### src/rtl/universal_shift_register_seq_if.sv
// Bus bundle for the universal shift register: load/start controls, data in,
// and register contents plus busy/done status back to the requester.
interface universal_shift_register_seq_if #(
    parameter int WIDTH = 8,
    parameter int AMT_W = 4
);
    logic             ld;
    logic             start;
    logic [2:0]       mode;
    logic [AMT_W-1:0] amt;
    logic             ser_in;
    logic [WIDTH-1:0] d_in;
    logic [WIDTH-1:0] out;
    logic             ser_out;
    logic             busy;
    logic             done;

    modport master (
        output ld, start, mode, amt, ser_in, d_in,
        input  out, ser_out, busy, done
    );

    modport slave (
        input  ld, start, mode, amt, ser_in, d_in,
        output out, ser_out, busy, done
    );
endinterface

### src/rtl/universal_shift_register_seq.sv
// WIDTH-bit register with parallel load and multi-bit shift/rotate, one bit per clock,
// driven by a start/busy/done handshake.
module universal_shift_register_seq #(
    parameter int WIDTH = 8,
    parameter int AMT_W = 4
) (
    input  logic                           clk,
    input  logic                           reset,
    universal_shift_register_seq_if.slave  bus
);
    typedef enum logic {IDLE, SHIFT} state_t;

    localparam logic [AMT_W-1:0] WIDTH_CNT = AMT_W'(WIDTH);

    state_t           state_reg, state_next;
    logic [WIDTH-1:0] word_reg, word_next;
    logic             ser_out_reg, ser_out_next;
    logic [AMT_W-1:0] cnt_reg, cnt_next;
    logic [2:0]       mode_reg, mode_next;
    logic             done_reg, done_next;

    logic [AMT_W-1:0] amt_clamped;
    logic [WIDTH-1:0] step_word;
    logic             step_bit;

    assign amt_clamped = (bus.amt > WIDTH_CNT) ? WIDTH_CNT : bus.amt;

    // State register: control state and datapath share one synchronous reset.
    always_ff @(posedge clk) begin
        if (reset) begin
            state_reg   <= IDLE;
            word_reg    <= '0;
            ser_out_reg <= 1'b0;
            cnt_reg     <= '0;
            mode_reg    <= 3'b000;
            done_reg    <= 1'b0;
        end else begin
            state_reg   <= state_next;
            word_reg    <= word_next;
            ser_out_reg <= ser_out_next;
            cnt_reg     <= cnt_next;
            mode_reg    <= mode_next;
            done_reg    <= done_next;
        end
    end

    // Single-bit step for the latched mode; the fill bit is sampled live each edge.
    always_comb begin
        step_word = word_reg;
        step_bit  = ser_out_reg;
        case (mode_reg)
            3'b000: begin
                step_word = {word_reg[WIDTH-2:0], bus.ser_in};
                step_bit  = word_reg[WIDTH-1];
            end
            3'b001: begin
                step_word = {bus.ser_in, word_reg[WIDTH-1:1]};
                step_bit  = word_reg[0];
            end
            3'b010: begin
                step_word = {word_reg[WIDTH-2:0], word_reg[WIDTH-1]};
                step_bit  = word_reg[WIDTH-1];
            end
            3'b011: begin
                step_word = {word_reg[0], word_reg[WIDTH-1:1]};
                step_bit  = word_reg[0];
            end
            3'b100: begin
                step_word = {word_reg[WIDTH-1], word_reg[WIDTH-1:1]};
                step_bit  = word_reg[0];
            end
            default: begin
                step_word = word_reg;
                step_bit  = ser_out_reg;
            end
        endcase
    end

    always_comb begin
        state_next   = state_reg;
        word_next    = word_reg;
        ser_out_next = ser_out_reg;
        cnt_next     = cnt_reg;
        mode_next    = mode_reg;
        done_next    = 1'b0;
        case (state_reg)
            IDLE: begin
                if (bus.ld) begin
                    word_next = bus.d_in;
                end else if (bus.start) begin
                    mode_next = bus.mode;
                    // Zero-length or reserved ops complete immediately without touching the word.
                    if (amt_clamped == '0 || bus.mode > 3'b100) begin
                        cnt_next  = '0;
                        done_next = 1'b1;
                    end else begin
                        cnt_next   = amt_clamped;
                        state_next = SHIFT;
                    end
                end
            end
            SHIFT: begin
                word_next    = step_word;
                ser_out_next = step_bit;
                cnt_next     = cnt_reg - 1'b1;
                if (cnt_reg == AMT_W'(1)) begin
                    state_next = IDLE;
                    done_next  = 1'b1;
                end
            end
            default: state_next = IDLE;
        endcase
    end

    always_comb begin
        bus.out     = word_reg;
        bus.ser_out = ser_out_reg;
        bus.busy    = (state_reg == SHIFT);
        bus.done    = done_reg;
    end
endmodule

### src/flat_wrapper.sv
// flat-port wrapper written by rule: the top's interface ports become plain ports
module universal_shift_register_seq_flat 
#(
    parameter int WIDTH = 8,
    parameter int AMT_W = 4
)
  (clk, reset, bus_ld, bus_start, bus_mode, bus_amt, bus_ser_in, bus_d_in, bus_out, bus_ser_out, bus_busy, bus_done);
  universal_shift_register_seq_if #(.WIDTH(WIDTH), .AMT_W(AMT_W)) bus_i ();
  input  logic clk;
  input  logic reset;
  input wire logic [$bits(bus_i.ld)-1:0] bus_ld;
  input wire logic [$bits(bus_i.start)-1:0] bus_start;
  input wire logic [$bits(bus_i.mode)-1:0] bus_mode;
  input wire logic [$bits(bus_i.amt)-1:0] bus_amt;
  input wire logic [$bits(bus_i.ser_in)-1:0] bus_ser_in;
  input wire logic [$bits(bus_i.d_in)-1:0] bus_d_in;
  output wire logic [$bits(bus_i.out)-1:0] bus_out;
  output wire logic [$bits(bus_i.ser_out)-1:0] bus_ser_out;
  output wire logic [$bits(bus_i.busy)-1:0] bus_busy;
  output wire logic [$bits(bus_i.done)-1:0] bus_done;
  assign bus_i.ld = bus_ld;
  assign bus_i.start = bus_start;
  assign bus_i.mode = bus_mode;
  assign bus_i.amt = bus_amt;
  assign bus_i.ser_in = bus_ser_in;
  assign bus_i.d_in = bus_d_in;
  assign bus_out = bus_i.out;
  assign bus_ser_out = bus_i.ser_out;
  assign bus_busy = bus_i.busy;
  assign bus_done = bus_i.done;
  universal_shift_register_seq #(.WIDTH(WIDTH), .AMT_W(AMT_W)) u_core (.clk(clk), .reset(reset), .bus(bus_i));
endmodule
### config.mk
export PLATFORM = sky130hd
export DESIGN_NAME = universal_shift_register_seq_flat
export DESIGN_NICKNAME = d
export VERILOG_FILES = /design/src/rtl/universal_shift_register_seq_if.sv /design/src/rtl/universal_shift_register_seq.sv /design/src/flat_wrapper.sv
export SDC_FILE = /design/constraint.sdc
export NUM_CORES = 1
export LEC_CHECK = 0
export ABC_AREA = 1
export ABC_CLOCK_PERIOD_IN_PS = 2550
export CAP_MARGIN = 20
export CORE_AREA = 2 2 50 52
export DETAILED_ROUTE_END_ITERATION = 12
export DIE_AREA = 0 0 52 54
export GPL_TIMING_DRIVEN = 1
export PLACE_DENSITY = 0.8
export SETUP_SLACK_MARGIN = 0.02
export SLEW_MARGIN = 20
export SYNTH_ARGS = -nofsm -noshare
export SYNTH_HDL_FRONTEND = slang
export SYNTH_SLANG_ARGS = --single-unit
### constraint.sdc
create_clock -name clk -period 2.55 [get_ports clk]
set_input_delay 0.51 -clock clk [delete_from_list [all_inputs] [get_ports clk]]
set_output_delay 0.51 -clock clk [all_outputs]
set_load 0.02 [all_outputs]
==> summary.md <==
| Metric | Value |
|---|---|
| Logic gate share of total power | 30.2% |
| Hold Path Cell Cnt | 2 |
| Asr flop ratio synth | 0% |
| All-layer global routing usage | 19.4% |
| Tcrit/Tclk final | 77.1% |
| Sw Share | 33.4% |
| Worst R2R Start | u_core.bus.busy |
| Worst-margin pin slew | 0.407 ns |
| Hold WC Path Type | reg2reg |
| Most frequent cell after synthesis | nand2_1 |
| R2R depth | 6 |
| Crit path buf inv count | 1 |
| Root buffer cell | clkbuf_4 |
| Area share of the largest cell type after synthesis | 33.3% |
| EDFF count, synth | 0 |
| Area grow syn2layout | 32.0% |
| Detail Placement HPWL | between 1500 and 2000 um |
| Starting DRC count in detailed routing | 36 |
| Starting density of the core | 46.7% |
| CTS resizes | 0 |
| Sw power | 0.246 mW |
| Worst path slowest cell | clkdlybuf4s50_1 |
| Crit path launch type | register |
| Port buffer count | 30 |
| RePlAce Congestion | 0.874 |
| CTS tree | built |
| Clk slew on worst S/H paths | approximately 0.11 ns |
| Post-synth top cells | nand2_1, a21oi_1, inv_1 |
| Final hold violations | 0 |
| Synth area leaders | dfxtp_1, a21oi_1, nand2_1 |
| Hold path endpoint | u_core.bus.ser_out |
| Diodes inserted | 0 |
| VDD IR max | roughly 0.28 mV |
| Final setup vio count | 0 |
| Num CTS Buffers | 3 |
| Synthesized area | 1080 um2 |
| CP Data Required Time | 2.04 ns |
| Post-synthesis cell type count | 25 |
| Clock buffer depth | 2 |
| #FFs+latches synth | 18 |
| CP arrival | 1.46 ns |
| IO Pins | 31 |
| Status | finished, final reports clean |
| Post-synth top area cell | dfxtp_1 |
| Sum Neg Setup Slack | 0 ns |
| Cell Pwr Density | 515 nW/um2 |
| Die area | between 2000 and 3000 um2 |
| Final ANT Viol Nets | 0 |
| Global-route wire length before repair | 4130 um |
| Mean post-synth cell area | 7.17 um2 |
| Post-synth top flop | dfxtp_1 |
| Layout Cells excl Fill | 211 |
| Fmax | 509 MHz |
| Site Rows | 18 |
| Util after Layout | 61.6% |
| Hold path startpoint | u_core.bus.ser_out |
| Global route total overflow | 0 |
| Final wirelength | 2660 um |
| Critical Path End Type | output pin |
| CP cell instances | clkdlybuf4s50_1 |
| Critical path class | reg2out |
| Clock Latency Late Sink | 0.29 ns |
| RSZ-0062 raised after global routing | no |
| Vias in the first global route | ~1000 |
| Hold buffers post-CTS | 0 |
| Max Cap Viol | 0 |
| Initial antenna violation count | 0 |
| Largest net degree at the start of global routing | 15 |
| Critical Path Fanout Max | 8 |
| Post-synthesis sequential area ratio | 33.3% |
| Fillers | around 220 |
| Share of post-route cells with drive strength above 1 | 14.4% |
| Power share of the sequential group | a little under half |
| Residual DRC | 0 |
| Nets | a little over 200 |
| Core Region | 2320 um2 |
| Wire per inst | 12.6 um |
| Buffer count from post-CTS setup fixing | 0 |
| Mapped Cells | 151 |
| Drt via density | 5.34 |
| Sink Count | 18 |
| Vias | between 1000 and 1500 |
| Slew Limit Fails | 0 |
| Max-slew headroom | 72.9% |
| DR pass1 iterations | 4 |
| Crit path largest cell delay | roughly 0.66 ns |
| Die W | approximately 52 um |
| Die height | 54 um |
| Clock power frac | 24.7% |
| Placed cell count | ~210 |
| Worst R2R End | u_core.bus.out[2] |
| Static leakage | around 0.56 nW |
| Critical path's top delay family | buffers and inverters |
| Pint | 0.490 mW |
| R2R setup slack | roughly 0.89 ns |
| Syn_nets | 173 |
| Max reg flops | 8 |
| Syn. warnings | 0 |
| Clk_skew | 0.00212 ns |
| H-tree depth | 1 |
| Min Tclk post-route | 1.97 ns |
cells by family after synthesis:
| kind of cell | Yosys count | synth area share [%] |
|---|---|---|
| compound gates | 52 | 32.4 |
| fa+ha+maj | 2 | 2.31 |
| buf+inv | 26 | 10.5 |
| flops | 18 | 33.3 |
| simple gates | 53 | 21.5 |
area by class of cell:
cell class                      count  area, um2  share of cell area (%)
Sequential cell                    18        360                    25.2
Tap cell                           30       37.5                    2.63
Clock buffer                        4       36.3                    2.54
Timing Repair Buffer               31        308                    21.5
Multi-Input combinational cell    107        608                    42.6
Inverter                           21       78.8                    5.52
worst max-delay path by stage:
stage	slack (ns)	from	end	cells past startpoint
global route	0.54	u_core.bus.busy	bus_busy	1
CTS	0.60	u_core.bus.busy	bus_busy	1
detailed placement	0.78	bus_mode[1]	u_core.cnt_reg[0]	6
floorplan	1.24	u_core.bus.busy	u_core.bus.out[6]	6
global placement	0.79	bus_mode[1]	u_core.cnt_reg[0]	6
finish	0.58	u_core.bus.busy	bus_busy	1
power groups by stage:
stage / registers, mW / clock network (mW) / logic, mW
after CTS: 0.332 / 0.181 / 0.223
after global routing: 0.335 / 0.191 / 0.246
after detailed placement: 0.338 / 0 / 0.221
after global placement: 0.337 / 0 / 0.215
after floorplan: 0.349 / 0 / 0.127
final: 0.332 / 0.182 / 0.222
metal layers:
metal / up-vias / GRT usage, % / part of all wire [%]
li1: 573 / - / -
met1: 521 / 26.2 / 46
met2: 30 / 32.5 / 49
met3: 2 / 1.67 / 4.6
met4: 0 / 7.02 / 0.56
met5: - / 0 / 0
placed cells by master (no fill, tap or decap):
cell type        count
ha_1                 2
dfxtp_1             18
a21oi_1             19
inv_1               19
o2111ai_1            1
nand2_2              7
o211ai_2             6
nand4_1              2
nor2_1              13
o22ai_1              1
o21ai_4              1
clkbuf_8             1
o211ai_1             2
a21boi_0             1
nand2_1             22
nand3_1              9
inv_2                2
a31oi_1              2
clkdlybuf4s50_1     30
a21oi_2              4
buf_4                1
o21ai_2              1
o21ai_1              6
o21ai_0              8
clkbuf_4             3
through the flow:
step           power [mW]  hold WS, ns  area [um2]  worst slack (ns)
2_1_floorplan       0.477        0.493        1080              1.24
3_3_place_gp        0.552        0.457        1390             0.787
3_5_place_dp        0.559        0.460        1390             0.780
4_1_cts             0.735        0.477        1430             0.597
5_1_grt             0.772        0.496        1430             0.544
6_report            0.736        0.475        1430             0.585
Power figures use the tool's default switching activity.
==> variant 1, RTL diff (same settings) <==
`AMT_W` is set to 4 in 3 places; all go to 6.
--- a/src/rtl/universal_shift_register_seq_if.sv
+++ b/src/rtl/universal_shift_register_seq_if.sv
@@ -2,7 +2,7 @@
 // and register contents plus busy/done status back to the requester.
 interface universal_shift_register_seq_if #(
     parameter int WIDTH = 8,
-    parameter int AMT_W = 4
+    parameter int AMT_W = 6
 );
     logic             ld;
     logic             start;
--- a/src/rtl/universal_shift_register_seq.sv
+++ b/src/rtl/universal_shift_register_seq.sv
@@ -2,7 +2,7 @@
 // driven by a start/busy/done handshake.
 module universal_shift_register_seq #(
     parameter int WIDTH = 8,
-    parameter int AMT_W = 4
+    parameter int AMT_W = 6
 ) (
     input  logic                           clk,
     input  logic                           reset,
--- a/src/flat_wrapper.sv
+++ b/src/flat_wrapper.sv
@@ -2,7 +2,7 @@
 module universal_shift_register_seq_flat 
 #(
     parameter int WIDTH = 8,
-    parameter int AMT_W = 4
+    parameter int AMT_W = 6
 )
   (clk, reset, bus_ld, bus_start, bus_mode, bus_amt, bus_ser_in, bus_d_in, bus_out, bus_ser_out, bus_busy, bus_done);
   universal_shift_register_seq_if #(.WIDTH(WIDTH), .AMT_W(AMT_W)) bus_i ();
Interface: changed (resized bus_amt); port bits go from 31 to 33. The function was not compared with the original's and may differ.
==> variant 1 against the original RTL <==
Wire length increased by 8.9%. Cell area increased by 6.2%. Die area unchanged. Sequential cell count increased by 2. Area after synthesis increased by 6.5%. Register-to-register slack got worse by 0.04 ns. Utilization increased by 3.8 points. Sequential power increased by 9.3%. Maximum frequency increased by 4.5%. Setup slack improved by 0.084 ns. Total power increased by 4.4%. Critical endpoint is now bus_out[7]. Highest routed layer unchanged.
==> variant 1: results (changes against the original RTL) <==
| Metric | Value |
|---|---|
| Run status | `finished clean` |
| DP Worst Slack | `0.802 ns (+0.0219 ns)` |
| Detailed Routing Iterations Pass 1 | `4 (unchanged)` |
| Clk_lat worst skew | `0.29 ns (about the same)` |
| Hold_ws | `0.517 ns (+0.0413 ns)` |
| Leakage power | `0.625 nW (+11%)` |
| Net count, final | `232 (+14%)` |
| Detail-routed via count per cell | `5.30 (-0.69%)` |
| Max stage delay cell, worst path | `clkdlybuf4s50_1` |
| Share of synthesized area occupied by flip-flops and latches | `0.347 (+0.0145)` |
| FFs w/ async S/R, synth | `0 (unchanged)` |
| Resized cells post-CTS | `0 (unchanged)` |
| First-pass GRT wire length | `4690 um (+14%)` |
| Warnings from Yosys | `0 (unchanged)` |
| Non-Filler Instances | `237 (+12%)` |
| Buffers on Ports | `32 (+6.7%)` |
| Worst r2r path cells | `7 (+1)` |
| Most frequent cells after synthesis | `nand2_1, a21oi_1, inv_1, nor2_1, dfxtp_1` |
| RePlAce Congestion | `0.843 (-3.6%)` |
| Top routing layer in use | `met4` |
| Hold Crit Start | `u_core.cnt_reg[4]` |
| Met2 layer usage reported by global route | `0.460 (+0.135)` |
| Detailed-route wire length on metal 1 | `1150 um (-5.7%)` |
| Maximum number of pins on one net before global-route repair | `21 (+6)` |
| Kind of cell adding the most delay to the critical path | `buffers and inverters` |
| Number of standard cells after synthesis | `175 (+16%)` |
| Root buf cell | `clkbuf_4` |
| Slack of the worst reg-to-reg path | `0.85 ns (-0.04 ns)` |
| Number of inserted diodes | `0 (unchanged)` |
| Post-synthesis net count | `199 (+15%)` |
| Via count of the first global-routing pass | `1,140 (+14%)` |
| Met1 GRT Util | `0.231 (-0.0304)` |
| End of the worst hold path | `u_core.cnt_reg[4]` |
| Reg-to-reg critical path endpoint | `u_core.bus.out[5]` |
| Path class of the lowest-slack min-delay path | `reg -> reg` |
| Antenna violations before repair | `0 (unchanged)` |
| Average routed wire per standard cell | `12.2 um (-3.1%)` |
| Top cells by area, synth | `dfxtp_1, nand2_1, a21oi_1, inv_1, nor2_1` |
| Clock-pin slew on the worst setup and hold paths | `0.11 ns (about the same)` |
| Skew final | `0.00173 ns (-0.000390 ns)` |
| Worst slew pin tran | `0.401 ns (-0.00611 ns)` |
| Distinct cells, synth | `23 (-8.0%)` |
| Post-detail-place hpwl | `2240 um (+12%)` |
| Total routing usage reported by global routing | `0.226 (+0.0311)` |
| Worst-case vdd ir drop | `381 uV (+34%)` |
| Met3 Wirelength | `172 um (+41%)` |
| Met2 wire length | `1530 um (+17%)` |
| Met3 GRT Util | `0.0306 (+0.0139)` |
| Initial DRC count | `20 (-44%)` |
| Largest stage delay on the critical path | `0.64 ns (-0.02 ns)` |
| Highest net fanout along the worst path | `5 (-3)` |
| Count of filler cells inserted in the layout | `206 (-5.5%)` |
| Data arrival at the endpoint of the critical path | `1.37 ns (-0.09 ns)` |
| Count of buffers added by post-CTS timing repair for setup | `0 (unchanged)` |
| Num CTS Buffers | `3 (unchanged)` |
| Share of cells above drive strength 1 | `0.0580 (-0.0857)` |
variant 1: kinds of logic after synthesis:
family	Yosys count	share of synthesized area
adders and majority gates	2	0.0217
AOI/OAI and AO/OA	50	0.249
xor gates and xnor gates	2	0.0152
buffers and inverters	29	0.110
DFF	20	0.347
and+or+nand+nor	72	0.257
variant 1: power by group:
part	total [mW]	internal, mW	switching, mW
Combinational	0.223	0.100	0.123
Sequential	0.363	0.338	0.0255
Clock	0.182	0.0869	0.0950
variant 1: cell type report:
class,instances,area share
Clock buffer,4,0.0239
Sequential cell,20,0.264
Multi-Input combinational cell,126,0.412
Tap cell,30,0.0247
Timing Repair Buffer,33,0.216
Inverter,24,0.0594
variant 1: how the worst max path moves through the flow:
stage / to / slack (ns) / start
2_1_floorplan: u_core.bus.out[6] / 1.25 / u_core.bus.busy
3_3_place_gp: u_core.cnt_reg[1] / 0.84 / bus_mode[1]
3_5_place_dp: u_core.cnt_reg[2] / 0.80 / reset
4_1_cts: bus_out[7] / 0.68 / u_core.bus.out[7]
5_1_grt: bus_out[7] / 0.62 / u_core.bus.out[7]
6_report: bus_out[7] / 0.67 / u_core.bus.out[7]
variant 1: through the flow:
stage | cell area [um2] | power, mW | utilization
final | 1520 | 0.769 | 0.654
after global routing | 1520 | 0.813 | 0.654
after CTS | 1520 | 0.769 | 0.654
after detailed placement | 1480 | 0.593 | 0.639
after global placement | 1480 | 0.585 | 0.639
after floorplan | 1150 | 0.504 | -
variant 1: worst reg2reg max path: cells and delay by family, from the launching register on:
family / cells / cell delay (ns)
AND/OR/NAND/NOR: 1 / 0.20
AO/OA/AOI/OAI: 3 / 0.43
flip-flops: 1 / 0.33
buffers and inverters: 3 / 0.65
==> variant 2, RTL diff (config.mk and constraints unchanged) <==
Without the edit above. `word_reg` no longer has a reset.
--- a/src/rtl/universal_shift_register_seq.sv
+++ b/src/rtl/universal_shift_register_seq.sv
@@ -29,19 +29,21 @@
     always_ff @(posedge clk) begin
         if (reset) begin
             state_reg   <= IDLE;
-            word_reg    <= '0;
             ser_out_reg <= 1'b0;
             cnt_reg     <= '0;
             mode_reg    <= 3'b000;
             done_reg    <= 1'b0;
         end else begin
             state_reg   <= state_next;
-            word_reg    <= word_next;
             ser_out_reg <= ser_out_next;
             cnt_reg     <= cnt_next;
             mode_reg    <= mode_next;
             done_reg    <= done_next;
         end
+    end
+
+    always_ff @(posedge clk) begin
+        word_reg <= word_next;
     end
 
     // Single-bit step for the latched mode; the fill bit is sampled live each edge.
Behaviour: not the same (Yosys sat finds a counterexample within 4 cycles, from zero or initial values and one cycle with reset high).
==> variant 2 against the original RTL <==
Wire length down 5.5%. Total power down 7.4%. Cell area down 1.2%. Area after synthesis down 2.8%. Sequential cell count unchanged. Maximum frequency up 7.2%. Setup slack better by 0.13 ns. First-iteration DRC count down 31%. Largest cell class unchanged.
==> variant 2: results (changes against the original RTL) <==
| Metric | Value |
|---|---|
| Rel. slew slack | `0.762 (+0.0331)` |
| Most frequent cells after synthesis | `nand2_1, nor2_1, inv_1, o21ai_0` |
| Run status | `finished clean` |
| Met2 layer usage reported by global route | `0.382 (+0.0570)` |
| Resized cells post-CTS | `0 (unchanged)` |
| Total routing usage reported by global routing | `0.191 (-0.00299)` |
| Detailed-route wire length on metal 1 | `1090 um (-11%)` |
| Data arrival at the endpoint of the critical path | `1.32 ns (-0.14 ns)` |
| Total vias in the final route | `1,079 (-4.2%)` |
| Clock network fraction of total power | `0.210 (-0.037)` |
| Hold_ws | `0.492 ns (+0.0171 ns)` |
| Share of cells above drive strength 1 | `0.0847 (-0.0589)` |
| Multi-input gate count | `105 (-1.9%)` |
| Net switching power of the design | `0.209 mW (-15%)` |
| Worst r2r path cells | `5 (-1)` |
| Leakage power | `0.590 nW (+4.7%)` |
| Number of standard cells after synthesis | `144 (-4.6%)` |
| Initial DRC count | `25 (-31%)` |
| Share of the final layout cell area in sequential cells | `0.312 (+0.0599)` |
| Count of filler cells inserted in the layout | `207 (-5.0%)` |
| RePlAce Congestion | `0.837 (-4.2%)` |
| Slack of the worst reg-to-reg path | `1.21 ns (+0.32 ns)` |
| End of the worst hold path | `u_core.bus.ser_out` |
| Post-synthesis net count | `166 (-4.0%)` |
| Distinct cells, synth | `23 (-8.0%)` |
| Inverters, non-clock | `18 (-14%)` |
| Skew final | `0.0113 ns (+0.00917 ns)` |
| Via count of the first global-routing pass | `1,010 (+1.3%)` |
| Met1 GRT Util | `0.210 (-0.0522)` |
| Detailed-route wire length | `2510 um (-5.5%)` |
| Largest stage delay on the critical path | `0.62 ns (-0.04 ns)` |
| Post-detail-place hpwl | `1930 um (-3.0%)` |
| Combined area of the multi-input logic cells | `524 um2 (-14%)` |
| Average routed wire per standard cell | `12.1 um (-3.7%)` |
| Met3 Wirelength | `121 um (-0.82%)` |
| DP Worst Slack | `0.831 ns (+0.0512 ns)` |
| Highest net fanout along the worst path | `4 (-4)` |
| Met3 GRT Util | `0.0250 (+0.00833)` |
| Seq Cell Count | `18 (unchanged)` |
| Reg-to-reg critical path endpoint | `u_core.cnt_reg[3]` |
| Maximum number of pins on one net before global-route repair | `20 (+5)` |
| Number of synthesized flops with an enable pin | `8 (+8)` |
| Synthesized-area fraction occupied by ao, oa, aoi and oai cells | `0.178 (-0.145)` |
| Pwr Density | `483 mW/mm2 (-6.2%)` |
| Share of synthesized area occupied by flip-flops and latches | `0.419 (+0.0856)` |
| Met2 wire length | `1290 um (-1.1%)` |
| Top cells by area, synth | `edfxtp_1, dfxtp_1, nand2_1, nor2_1, o21ai_0` |
| Reg area | `440 um2 (+22%)` |
| Clock distribution area overhead in the final layout | `0.0186 (-0.00678)` |
| First-pass GRT wire length | `4080 um (-1.4%)` |
| Non-Clock Buffer Area Fraction | `0.223 (+0.00799)` |
| Sequential logic power | `0.348 mW (+5%)` |
| Number of clock-tree buffers in the layout | `3 (-1)` |
| Net count, final | `200 (-2.0%)` |
| Netlist area before placement | `0.00105 mm2 (-2.8%)` |
[variant 2: cell types whose count changed after synthesis, sizes merged, moves of 2 or more]
| cell | before | now |
|---|---|---|
| a21oi | 23 | 8 |
| nor2 | 13 | 23 |
| dfxtp | 18 | 10 |
| edfxtp | 0 | 8 |
| o211ai | 8 | 1 |
| o21ai | 16 | 23 |
| inv | 21 | 18 |
| nand4 | 2 | 5 |
| or2 | 0 | 2 |
[variant 2: worst max-delay path by stage]
stage / cells past startpoint / slack [ns] / endpoint / start
5_1_grt: 1 / 0.65 / bus_out[7] / u_core.bus.out[7]
6_report: 1 / 0.72 / bus_out[0] / u_core.bus.out[0]
3_5_place_dp: 4 / 0.83 / u_core.bus.out[2] / bus_ld
4_1_cts: 1 / 0.71 / bus_out[0] / u_core.bus.out[0]
2_1_floorplan: 3 / 1.01 / u_core.bus.out[0] / u_core.bus.busy
3_3_place_gp: 4 / 0.84 / u_core.bus.out[1] / bus_ld
